$ cat src/rtl/spi_pkg.sv
// Shared SPI definitions: frame states, mode codes, mode bit positions.
// No ports; imported by spi_clk_div and spi_master_engine.
package spi_pkg;

    typedef enum logic [1:0] {
        IDLE  = 2'd0,
        LEAD  = 2'd1,
        XFER  = 2'd2,
        TRAIL = 2'd3
    } spi_state_e;

    // SelectMode encodings: {CPOL, CPHA}
    localparam logic [1:0] MODE0 = 2'b00;
    localparam logic [1:0] MODE1 = 2'b01;
    localparam logic [1:0] MODE2 = 2'b10;
    localparam logic [1:0] MODE3 = 2'b11;

    localparam int CPOL_BIT = 1;
    localparam int CPHA_BIT = 0;

endpackage

$ cat src/rtl/spi_clk_div.sv
// Half-period tick generator: Tick_o pulses every CLK_DIV enabled cycles.
// Ports: clk, Reset (async high), En_i (count), Clr_i (sync clear), Tick_o.
module spi_clk_div
    import spi_pkg::*;
#(
    parameter int CLK_DIV = 4
) (
    input  logic clk,
    input  logic Reset,
    input  logic En_i,
    input  logic Clr_i,
    output logic Tick_o
);

    localparam int CW = (CLK_DIV > 1) ? $clog2(CLK_DIV) : 1;
    localparam logic [CW-1:0] LAST = CW'(CLK_DIV - 1);

    logic [CW-1:0] cnt_q;
    logic [CW-1:0] cnt_d;

    // Tick must not depend on Clr_i: the FSM derives the clear from
    // its next state, which itself depends on the tick.
    assign Tick_o = En_i && (cnt_q == LAST);

    always_comb begin
        cnt_d = cnt_q;
        if (Clr_i) begin
            cnt_d = '0;
        end else if (En_i) begin
            if (cnt_q == LAST) begin
                cnt_d = '0;
            end else begin
                cnt_d = cnt_q + 1'b1;
            end
        end
    end

    always_ff @(posedge clk or posedge Reset) begin
        if (Reset) begin
            cnt_q <= '0;
        end else begin
            cnt_q <= cnt_d;
        end
    end

endmodule

$ cat src/rtl/spi_master_engine.sv
// SPI master frame engine: CS_n framing, divided SCLK, MSB-first shifting, all 4 modes.
// Ports: clk, Reset, Start, SelectMode, Tx_Data, MISO -> SCLK, MOSI, CS_n, Count_Enable, Busy, Done, Rx_Data.
module spi_master_engine
    import spi_pkg::*;
#(
    parameter int DATA_W  = 16,
    parameter int CLK_DIV = 4
) (
    input  logic              clk,
    input  logic              Reset,
    input  logic              Start,
    input  logic [1:0]        SelectMode,
    input  logic [DATA_W-1:0] Tx_Data,
    input  logic              MISO,
    output logic              SCLK,
    output logic              MOSI,
    output logic              CS_n,
    output logic              Count_Enable,
    output logic              Busy,
    output logic              Done,
    output logic [DATA_W-1:0] Rx_Data
);

    localparam int EW = $clog2(2 * DATA_W);
    localparam logic [EW-1:0] EDGE_LAST = EW'(2 * DATA_W - 1);

    spi_state_e        state_q, state_d;
    logic [1:0]        mode_q, mode_d;
    logic [DATA_W-1:0] tx_q, tx_d;
    logic [DATA_W-1:0] rxs_q, rxs_d;
    logic [DATA_W-1:0] rx_q, rx_d;
    logic [EW-1:0]     edge_q, edge_d;
    logic              sclk_q, sclk_d;
    logic              mosi_q, mosi_d;
    logic              done_q, done_d;

    logic tick;
    logic clr;
    logic lead;
    logic last;
    logic sample;

    spi_clk_div #(
        .CLK_DIV (CLK_DIV)
    ) u_div (
        .clk    (clk),
        .Reset  (Reset),
        .En_i   (state_q != IDLE),
        .Clr_i  (clr),
        .Tick_o (tick)
    );

    // Even edge indices are leading edges; the sampling edge is the
    // leading one for CPHA=0 and the trailing one for CPHA=1.
    assign lead   = ~edge_q[0];
    assign last   = (edge_q == EDGE_LAST);
    assign sample = lead ^ mode_q[CPHA_BIT];

    always_comb begin
        state_d = state_q;
        mode_d  = mode_q;
        tx_d    = tx_q;
        rxs_d   = rxs_q;
        rx_d    = rx_q;
        edge_d  = edge_q;
        sclk_d  = sclk_q;
        mosi_d  = mosi_q;
        done_d  = 1'b0;

        unique case (state_q)
            IDLE: begin
                sclk_d = mode_q[CPOL_BIT];
                if (Start) begin
                    state_d = LEAD;
                    mode_d  = SelectMode;
                    sclk_d  = SelectMode[CPOL_BIT];
                    rxs_d   = '0;
                    edge_d  = '0;
                    if (!SelectMode[CPHA_BIT]) begin
                        // First bit must be valid before the first edge.
                        mosi_d = Tx_Data[DATA_W-1];
                        tx_d   = {Tx_Data[DATA_W-2:0], 1'b0};
                    end else begin
                        mosi_d = 1'b0;
                        tx_d   = Tx_Data;
                    end
                end
            end
            LEAD: begin
                sclk_d = mode_q[CPOL_BIT];
                if (tick) begin
                    state_d = XFER;
                end
            end
            XFER: begin
                if (tick) begin
                    sclk_d = ~sclk_q;
                    edge_d = edge_q + 1'b1;
                    if (sample) begin
                        rxs_d = {rxs_q[DATA_W-2:0], MISO};
                    end else if (!last) begin
                        mosi_d = tx_q[DATA_W-1];
                        tx_d   = {tx_q[DATA_W-2:0], 1'b0};
                    end
                    if (last) begin
                        state_d = TRAIL;
                        edge_d  = '0;
                    end
                end
            end
            TRAIL: begin
                sclk_d = mode_q[CPOL_BIT];
                if (tick) begin
                    state_d = IDLE;
                    done_d  = 1'b1;
                    mosi_d  = 1'b0;
                    rx_d    = rxs_q;
                end
            end
            default: begin
                state_d = IDLE;
            end
        endcase
    end

    // Each phase starts its divider from zero.
    assign clr = (state_d != state_q);

    always_ff @(posedge clk or posedge Reset) begin
        if (Reset) begin
            state_q <= IDLE;
            mode_q  <= MODE0;
            tx_q    <= '0;
            rxs_q   <= '0;
            rx_q    <= '0;
            edge_q  <= '0;
            sclk_q  <= 1'b0;
            mosi_q  <= 1'b0;
            done_q  <= 1'b0;
        end else begin
            state_q <= state_d;
            mode_q  <= mode_d;
            tx_q    <= tx_d;
            rxs_q   <= rxs_d;
            rx_q    <= rx_d;
            edge_q  <= edge_d;
            sclk_q  <= sclk_d;
            mosi_q  <= mosi_d;
            done_q  <= done_d;
        end
    end

    assign SCLK         = sclk_q;
    assign MOSI         = mosi_q;
    assign CS_n         = (state_q == IDLE);
    assign Count_Enable = (state_q != IDLE);
    assign Busy         = (state_q != IDLE);
    assign Done         = done_q;
    assign Rx_Data      = rx_q;

endmodule
$ cat config.mk
export PLATFORM = sky130hd
export DESIGN_NAME = spi_master_engine
export DESIGN_NICKNAME = d
export VERILOG_FILES = /design/src/rtl/spi_pkg.sv /design/src/rtl/spi_clk_div.sv /design/src/rtl/spi_master_engine.sv
export SDC_FILE = /design/constraint.sdc
export NUM_CORES = 1
export LEC_CHECK = 0
export BUFFER_PORTS_ARGS = -buffer_cell sky130_fd_sc_hd__buf_2
export CORE_ASPECT_RATIO = 1.4
export CORE_MARGIN = 4
export CORE_UTILIZATION = 55
export DETAILED_ROUTE_END_ITERATION = 7
export HOLD_SLACK_MARGIN = 0.05
export PLACE_DENSITY = 0.76
export REMOVE_ABC_BUFFERS = 1
export SYNTH_ARGS = -nofsm -noshare
export SYNTH_HDL_FRONTEND = slang
export SYNTH_SLANG_ARGS = --single-unit
export TNS_END_PERCENT = 100
$ cat constraint.sdc
create_clock -name clk -period 2.7 [get_ports clk]
set_clock_uncertainty 0.15 [all_clocks]
set_input_delay 0.27 -clock clk [delete_from_list [all_inputs] [get_ports clk]]
set_output_delay 0.27 -clock clk [all_outputs]
set_load 0.01 [all_outputs]
## After elaboration in Yosys (flattened, before gate mapping)

Cells that the tools add are included.

| storage, ports and cells | value |
|---|---|
| output and inout port bits | 22 |
| memories | 0 |
| word-level logic and storage cells | 75 |
| RAM bits | 0 |
| memory bits (read-only) | 0 |
| bits of input ports | 22 |
| bits in latches | 0 |
| register bits | 62 |

| cells by class | value |
|---|---|
| reductions and logical operators | 13 |
| bitwise gates (word level) | 3 |
| order comparisons | 0 |
| add/sub/neg operators | 2 |
| divide/modulo/power cells | 0 |
| shift operators | 0 |
| multipliers | 0 |
| muxes and demuxes | 35 |
| equality and inequality tests | 12 |

Operators by type and width:

| cell | number |
|---|---|
| two-way mux 16 bit | 8 |
| case mux 16 bit (2 select lines) | 2 |
| two-way mux 2 bit | 8 |
| two-way mux 5 bit | 3 |
| != test 2 bit, second input constant | 6 |
| two-way mux 1 bit | 10 |
| case mux 5 bit (2 select lines) | 1 |
| case mux 2 bit (4 select lines) | 1 |
| equality test 2 bit, second input constant | 3 |
| case mux 1 bit (3 select lines) | 2 |
| AND reduction 6 bit | 1 |
| nonzero test 2 bit | 3 |
| adder 5 x 1 -> 5 bit, second input constant | 1 |
| equality test 5 bit, second input constant | 1 |
| AND reduction 5 bit | 1 |
| AND reduction 2 bit | 2 |
| AND reduction 4 bit | 1 |
| AND reduction 3 bit | 1 |
| nonzero test 3 bit | 1 |
| adder 2 x 1 -> 2 bit, second input constant | 1 |
| equality test 2 x 1 -> 1 bit, second input constant | 1 |
| zero test 2 bit | 1 |
| != test 2 bit | 1 |
| inverter 1 bit | 2 |
| other kinds (3) | 3 |

## Logic depth before layout (Yosys ltp)

Gate-level depths: netlist of the first run.

| depth | value |
|---|---|
| word-level depth | 6 |
| depth in mapped cells | 8 |

## Modules after synthesis

Synthesis of the first run repeated with hierarchy kept, for this count alone.

| unflattened totals | value |
|---|---|
| cell total of the unflattened synthesis | 270 |
| area, all modules | 3,024.2 um^2 |

By module, submodules not included:

| module | sequential area each (um^2) | instances | area each (um^2) | cells each |
|---|---|---|---|---|
| spi_master_engine | 1,501.4 | 1 | 2,914.0 | 260 |
| spi_clk_div | 50.0 | 1 | 110.1 | 10 |

## Least setup slack after synthesis of the first run

No wires, ideal clock.

| path | value |
|---|---|
| path kind | register to register |
| from | reg edge_q[0] |
| to | reg tx_q[10] |
| data arrival time | 1,834 ps |
| slack | 584 ps |
| stages on the path, launching flop included | 9 |
| library setup time | 132 ps |
| required time | 2,418 ps |
| path through | dfrtp_1 ha_1 and3_1 ha_1 nand4bb_1 o21a_1 clkbuf_1 nand2_1 o21ai_1 |

| on the way | value |
|---|---|
| longest elaborated chain between the ends | 4 |

Ends and longest elaborated chain:

| item | line | source |
|---|---|---|
| from (decl) | spi_master_engine.sv:32 | `logic [EW-1:0] edge_q, edge_d;` |
| from (signal assigned) | spi_master_engine.sv:146 | `edge_q <= edge_d;` |
| branches (longest 3 deep; another with equality test 5 bit) | -- |  |
| AND reduction 5 bit (no line) (*) | -- |  |
| to (signal assigned) | spi_master_engine.sv:143 | `tx_q <= tx_d;` |
| to (decl) | spi_master_engine.sv:29 | `logic [DATA_W-1:0] tx_q, tx_d;` |

Every way passes the cells marked *.
A chain may end at the register's enable or synchronous reset.

## Worst setup path in the final report of the first run

| path | value |
|---|---|
| from | reg edge_q[0] |
| to | reg tx_q[7] |

The elaborated chain is that of the path after synthesis.

==> reports/results.tsv, run 1 <==
stage	metric	value	unit
status	status	finished, final reports clean	
clocking	H-Tree Depth	3	
timing	RSZ-0062 raised after global routing	no	
setup_path	endpoint type of the worst setup path	flip-flop	
timing	Pins Over Slew Limit	0	
worst_hold_path	worst hold path type	primary input to flip-flop	
timing	Fin Hold WS	85.1	ps
synth	Synth Cell Area	2810	um2
final_layout	Nets	318	
drt	drt drc	0	
place	Post-DP Area	3060	um2
floorplan	num ports	44	
synth	share of the synthesized area in the top cell type	0.553	
place	pre-CTS WS	442	ps
place	Final Wtd Congestion	0.775	
synth	ys async rst share	1.00	
setup_path	CP Max Fanout	30	
drt	Vias	1972	
drt	DRT Pass-1 Iters	4	
synth	largest area contributor in the netlist	dfrtp_1	
timing	count of final setup violators	0	
drt	drt total wl	5.39	mm
setup_path	worst-path cell chain	ha_1 > and3_1 > ha_1 > nand4bb_1 > o21a_1 > buf_12 > nand2_1 > o21ai_1	
drt	ANT nets after route	0	
final_layout	Reg area	1550	um2
job	Max Cap Viol	0	
place	I/O Buffers	43	
clocking	clk sinks	62	
timing	Slew @ Worst Pin	1080	ps
grt	number of global-route vias before repair	2004	
pwr	P_leak	1.71	nW
synth	Synth warnings	0	
final_layout	Multi-input gate area	1150	um2
final_layout	Antenna Cells	0	
setup_path	critical path class	flip-flop to flip-flop	
synth	synth top area cells	dfrtp_1 (55%), mux2i_1 (6.1%), mux2_2 (6.0%), a22o_1 (5.3%), a21oi_1 (3.4%)	
floorplan	# rows	30	
setup_path	CP peak stage delay	450	ps
timing	Max Freq	440	MHz
floorplan	core box area	4880	um2
synth	Syn Area/Cell	11.2	um2
pwr	PwrDens	920	nW/um2
setup_path	critical path's slowest cell	dfrtp_1	
place	Final HPWL DP	3.70	mm
synth	most common flop cell mapped by yosys	dfrtp_1	
setup_path	Worst Setup Start Kind	flip-flop	
timing	setup ws final	426	ps
final_layout	share of cells above drive strength 1	0.279	
clocking	postcts setup bufs	0	
synth	register area share after synthesis	0.553	
setup_path	CP dominant cell by count	ha_1	
timing	final hold viol count	0	
clocking	CTS max path bufs	2	
place	Placed Cells	343	
final_layout	Layout area overhead	18.9	%
final_layout	Finished Layout Cells	362	
final_layout	final core utilization	0.684	
timing	final setup TNS	0	ps
timing	fin crit period	2270	ps
final_layout	Filler cells	399	
clocking	Clock Root Buffer	clkbuf_8	
synth	number of synthesized register bits	62	
setup_path	CP arrival	2350	ps
grt	first-pass GRT wire length	9.09	mm
floorplan	starting density of the core	0.575	
drt	Avg WL per Cell	14.9	um
floorplan	Chip Width	68.4	um
clocking	clock slew at the register clock pins of the worst setup and hold paths	70	ps
timing	Final period util	0.842	
grt	largest net degree at the start of global routing	35	
floorplan	Die Area	6330	um2
synth	number of synthesized flops with an enable pin	0	
drt	post-DR vias/cell	5.45	
pwr	peak supply drop	0.472	mV
floorplan	die height	92.5	um
clocking	Clk Latency, worst-skew pair	340	ps
setup_path	CP required	2780	ps
drt	1st-iter DRT viols	87	
clocking	cts bufs inserted	9	
synth	Syn Inst Count	250	
synth	most numerous cell in the Yosys netlist	dfrtp_1	
synth	most instantiated cells after synthesis	dfrtp_1 (62), nand2_1 (22), a21oi_1 (19), nor2_1 (18)	
synth	Unique masters post-synth	38	
pwr	Total Power	3.07	mW
timing	Rel. slew slack	0.276	
grt	gr usage total	0.190	
clocking	CTS tree	done	
grt	global route overflow	0	
final_layout	design area	3340	um2
grt	initial antenna violation count	0	
-- worst max-delay path, delay by kind of cell, from the launching register on --
family | cells | cell delay, ps
adders and majority gates | 2 | 490
DFF | 1 | 450
and+or+nand+nor | 3 | 560
buffers and inverters | 1 | 170
AOI/OAI and AO/OA | 2 | 350
-- layer usage --
layer / global-route usage / up-vias / wire (um)
met5: 0 / - / 0
met4: 0.0713 / 0 / 65
met3: 0.0655 / 8 / 316
met2: 0.300 / 44 / 2670
met1: 0.236 / 946 / 2340
li1: - / 974 / -
-- power breakdown --
group	internal, mW	total (mW)	switching, mW
clock network	0.617	0.992	0.375
registers	1.13	1.30	0.170
logic	0.341	0.777	0.436
-- final cells by class --
| class | count | share of cell area |
|---|---|---|
| Clock buffer | 9 | 0.0371 |
| Clock inverter | 7 | 0.0363 |
| Inverter | 6 | 0.00674 |
| Multi-Input combinational cell | 165 | 0.344 |
| Sequential cell | 62 | 0.465 |
| Tap cell | 64 | 0.0240 |
| Timing Repair Buffer | 49 | 0.0877 |
-- flip-flops by register name, indices dropped and copies added, names as in the netlist --
signal and flops:
Rx_Data 16, edge_q 5, u_div.cnt_q 2, rxs_q 16
MOSI 1, SCLK 1, state_q 2, tx_q 16
Done 1, mode_q 2
-- final timing paths --
path	start	endpoint	slack [ps]	cells past startpoint
worst max-delay path	edge_q[0]$_DFFE_PP0P_	tx_q[7]$_DFFE_PP0P_	430	8
worst min-delay path	SelectMode[1]	mode_q[1]$_DFFE_PP0P_	90	2
worst max register to register	edge_q[0]$_DFFE_PP0P_	tx_q[7]$_DFFE_PP0P_	430	8
worst min register to register	tx_q[6]$_DFFE_PP0P_	tx_q[6]$_DFFE_PP0P_	340	2
max in group asynchronous	Reset	mode_q[1]$_DFFE_PP0P_	1410	4
min in group asynchronous	Reset	tx_q[13]$_DFFE_PP0P_	400	3
-- cells in the final DEF (no fill, tap or decap), drive strengths merged, types with 2 or more instances in the layout --
master and count:
o21a 2, a22o 17, o31ai 2, and3 2, mux2 18, nor3b 2, mux2i 17, ha 3
a21oi 20, dlygate4sd3 3, clkinv 3, nand2 23, inv 7, buf 46, nand3b 2, xnor2 3
dfrtp 62, nand3 2, nand2b 2, o21ai 21, nor2 18, clkbuf 9, bufinv 3
-- logic make-up after synthesis --
group / Yosys count / share of synthesized area
AOI/OAI and AO/OA: 68 / 0.156
xor gates and xnor gates: 3 / 0.0120
adders and majority gates: 3 / 0.0134
and+or+nand+nor: 56 / 0.0940
muxes: 35 / 0.133
buffers and inverters: 23 / 0.0397
DFF: 62 / 0.553
-- timing repair --
action                    CTS  global route
hold endpoints to repair   30             0
gates resized for setup     0             0
hold buffers                3             0
(Power assumes the default switching activity.)
==> run 2: changes to the inputs <==
--- a/config.mk
+++ b/config.mk
@@ -5,13 +5,14 @@
 export SDC_FILE = /design/constraint.sdc
 export NUM_CORES = 1
 export LEC_CHECK = 0
+export ABC_AREA = 1
 export BUFFER_PORTS_ARGS = -buffer_cell sky130_fd_sc_hd__buf_2
 export CORE_ASPECT_RATIO = 1.4
 export CORE_MARGIN = 4
-export CORE_UTILIZATION = 55
+export CORE_UTILIZATION = 52
 export DETAILED_ROUTE_END_ITERATION = 7
 export HOLD_SLACK_MARGIN = 0.05
-export PLACE_DENSITY = 0.76
+export PLACE_DENSITY = 0.74
 export REMOVE_ABC_BUFFERS = 1
 export SYNTH_ARGS = -nofsm -noshare
 export SYNTH_HDL_FRONTEND = slang
==> constraint.sdc (replaced) <==
create_clock -name clk -period 2 [get_ports clk]
set_clock_uncertainty 0.15 [all_clocks]
set_input_delay 0.2 -clock clk [delete_from_list [all_inputs] [get_ports clk]]
set_output_delay 0.2 -clock clk [all_outputs]
set_load 0.01 [all_outputs]
==> reports/results.tsv, run 2 <==
stage	metric	value	unit	change
synth	Syn Inst Count	426		+70%
floorplan	starting density of the core	0.543		-0.0323
grt	global route overflow	0		unchanged
clocking	clock slew at the register clock pins of the worst setup and hold paths	70	ps	about the same
synth	Syn Area/Cell	7.53	um2	-33%
timing	Max Freq	540	MHz	+23%
floorplan	num ports	44		unchanged
timing	Fin Hold WS	55.0	ps	-30.2 ps
synth	synth top area cells	dfrtp_1 (48%), nand2_1 (20%), nand3_1 (8.6%), inv_1 (5.0%), o21ai_0 (3.0%)		
drt	DRT Pass-1 Iters	4		unchanged
synth	share of the synthesized area in the top cell type	0.484		-0.0688
timing	Pins Over Slew Limit	0		unchanged
final_layout	final core utilization	0.625		-0.0594
clocking	cts bufs inserted	9		unchanged
drt	ANT nets after route	0		unchanged
timing	final hold viol count	0		unchanged
synth	Synth Cell Area	3210	um2	+14%
timing	Final period util	0.926		+0.0840
floorplan	die height	101	um	+9.1%
setup_path	CP required	2120	ps	-660 ps
status	status	finished, final reports clean		
drt	Vias	2749		+39%
final_layout	Antenna Cells	0		unchanged
timing	fin crit period	1850	ps	-422 ps
clocking	H-Tree Depth	3		unchanged
grt	number of global-route vias before repair	2651		+32%
setup_path	CP Max Fanout	15		-50%
floorplan	Chip Width	74.4	um	+8.8%
timing	Slew @ Worst Pin	363	ps	-719 ps
grt	initial antenna violation count	0		unchanged
final_layout	Layout area overhead	15.1	%	
synth	most instantiated cells after synthesis	nand2_1 (170), dfrtp_1 (62), nand3_1 (55), inv_1 (43)		
synth	Unique masters post-synth	28		-26%
job	Max Cap Viol	0		unchanged
timing	setup ws final	147	ps	-278 ps
clocking	Clk Latency, worst-skew pair	330	ps	about the same
final_layout	Nets	496		+56%
synth	Synth warnings	0		unchanged
synth	largest area contributor in the netlist	dfrtp_1		
place	Final Wtd Congestion	0.764		-1.4%
setup_path	critical path class	flip-flop to flip-flop		
floorplan	# rows	33		+10%
clocking	clk sinks	62		unchanged
setup_path	endpoint type of the worst setup path	flip-flop		
clocking	CTS tree	done		
grt	gr usage total	0.189		-0.00122
pwr	peak supply drop	0.420	mV	-11%
place	Final HPWL DP	4.31	mm	+17%
setup_path	CP arrival	1970	ps	-380 ps
final_layout	Multi-input gate area	1340	um2	+17%
synth	number of synthesized flops with an enable pin	0		unchanged
floorplan	Die Area	7510	um2	+19%
drt	1st-iter DRT viols	164		+89%
final_layout	most frequent cells in the layout	nand2_1 (170), dfrtp_1 (62), nand3_1 (55)		
floorplan	core box area	5900	um2	+21%
timing	final setup TNS	0	ps	unchanged
worst_hold_path	worst hold path type	primary input to flip-flop		
clocking	postcts setup bufs	0		unchanged
drt	drt total wl	6.43	mm	+19%
final_layout	share of cells above drive strength 1	0.187		-0.0912
setup_path	Worst Setup Start Kind	flip-flop		
clocking	Clock Root Buffer	clkbuf_8		
synth	register area share after synthesis	0.484		-0.0688
grt	largest net degree at the start of global routing	63		+80%
place	I/O Buffers	43		unchanged
drt	Avg WL per Cell	11.8	um	-21%
synth	most numerous cell in the Yosys netlist	nand2_1		
drt	post-DR vias/cell	5.04		-7.4%
synth	number of synthesized register bits	62		unchanged
timing	count of final setup violators	0		unchanged
clocking	CTS max path bufs	2		unchanged
timing	RSZ-0062 raised after global routing	no		
place	pre-CTS WS	95.3	ps	-346 ps
final_layout	Filler cells	554		+39%
final_layout	design area	3690	um2	+10%
final_layout	Reg area	1550	um2	unchanged
drt	drt drc	0		unchanged
synth	ys async rst share	1.00		unchanged
final_layout	most common cell after layout, fill and taps aside	nand2_1		
place	Post-DP Area	3460	um2	+13%
grt	first-pass GRT wire length	11.3	mm	+24%
timing	Rel. slew slack	0.758		+0.482
pwr	PwrDens	685	nW/um2	-26%
synth	most common flop cell mapped by yosys	dfrtp_1		
pwr	P_leak	2.12	nW	+24%
run 2: worst paths after layout:
check	slack, ps	endpoint	startpoint	cells after the start
max	150	tx_q[13]$_DFFE_PP0P_	edge_q[0]$_DFFE_PP0P_	10
min	50	mode_q[1]$_DFFE_PP0P_	Start	3
max reg2reg	150	tx_q[13]$_DFFE_PP0P_	edge_q[0]$_DFFE_PP0P_	10
min reg2reg	320	rxs_q[10]$_DFFE_PP0P_	rxs_q[10]$_DFFE_PP0P_	2
max in group asynchronous	1130	tx_q[3]$_DFFE_PP0P_	Reset	4
min in group asynchronous	320	Rx_Data[5]$_DFFE_PP0P_	Reset	4
run 2: stage by stage:
step | instances | power (mW)
2_1_floorplan | 404 | 1.34
3_3_place_gp | 528 | 1.38
3_5_place_dp | 528 | 1.39
4_1_cts | 545 | 2.55
5_1_grt | 545 | 2.61
6_report | 545 | 2.53
run 2: final cells by class:
type | instances | share of cell area
inverter | 46 | 0.0475
sequential | 62 | 0.420
timing repair buffer | 56 | 0.0905
clock buffer | 11 | 0.0356
multi-input combinational | 296 | 0.362
tap | 70 | 0.0237
clock inverter | 4 | 0.0197
run 2: cells by family (layout without fill, tap and decap cells):
| group | Yosys count | after routing | share of synthesized area |
|---|---|---|---|
| DFF | 62 | 62 | 0.484 |
| xor gates and xnor gates | 1 | 1 | 0.00273 |
| buffers and inverters | 68 | 117 | 0.101 |
| AOI/OAI and AO/OA | 24 | 24 | 0.0394 |
| and+or+nand+nor | 268 | 268 | 0.362 |
| adders and majority gates | 3 | 3 | 0.0117 |
run 2: what timing repair did:
| action | CTS | global route |
|---|---|---|
| hold buffers | 2 | 0 |
| gates resized for setup | 0 | 2 |
| hold endpoints to repair | 64 | 0 |
| setup endpoints to repair | 0 | 16 |
run 2: power by group:
part / switching, mW / leakage, nW / internal (mW) / total [mW]
Sequential: 0.00349 / 0.830 / 1.26 / 1.26
Combinational: 0.0621 / 1.19 / 0.0370 / 0.0991
Clock: 0.472 / 0.0994 / 0.694 / 1.17
run 2: metal layers:
layer  track usage  vias up  part of all wire
li1              -     1400                 -
met1         0.228     1293              0.43
met2         0.324       47              0.51
met3        0.0479        9             0.043
met4        0.0603        0             0.016
met5             0        -                 0
run 2: critical path, cell delays in order (launching register included):
cell and delay [ps]:
dfrtp_1 410, ha_1 220, nand2_1 80, nor2_1 40
ha_1 220, inv_1 90, nand3_1 90, nand2_2 120
buf_6 180, nand3_1 100, nand2_1 80
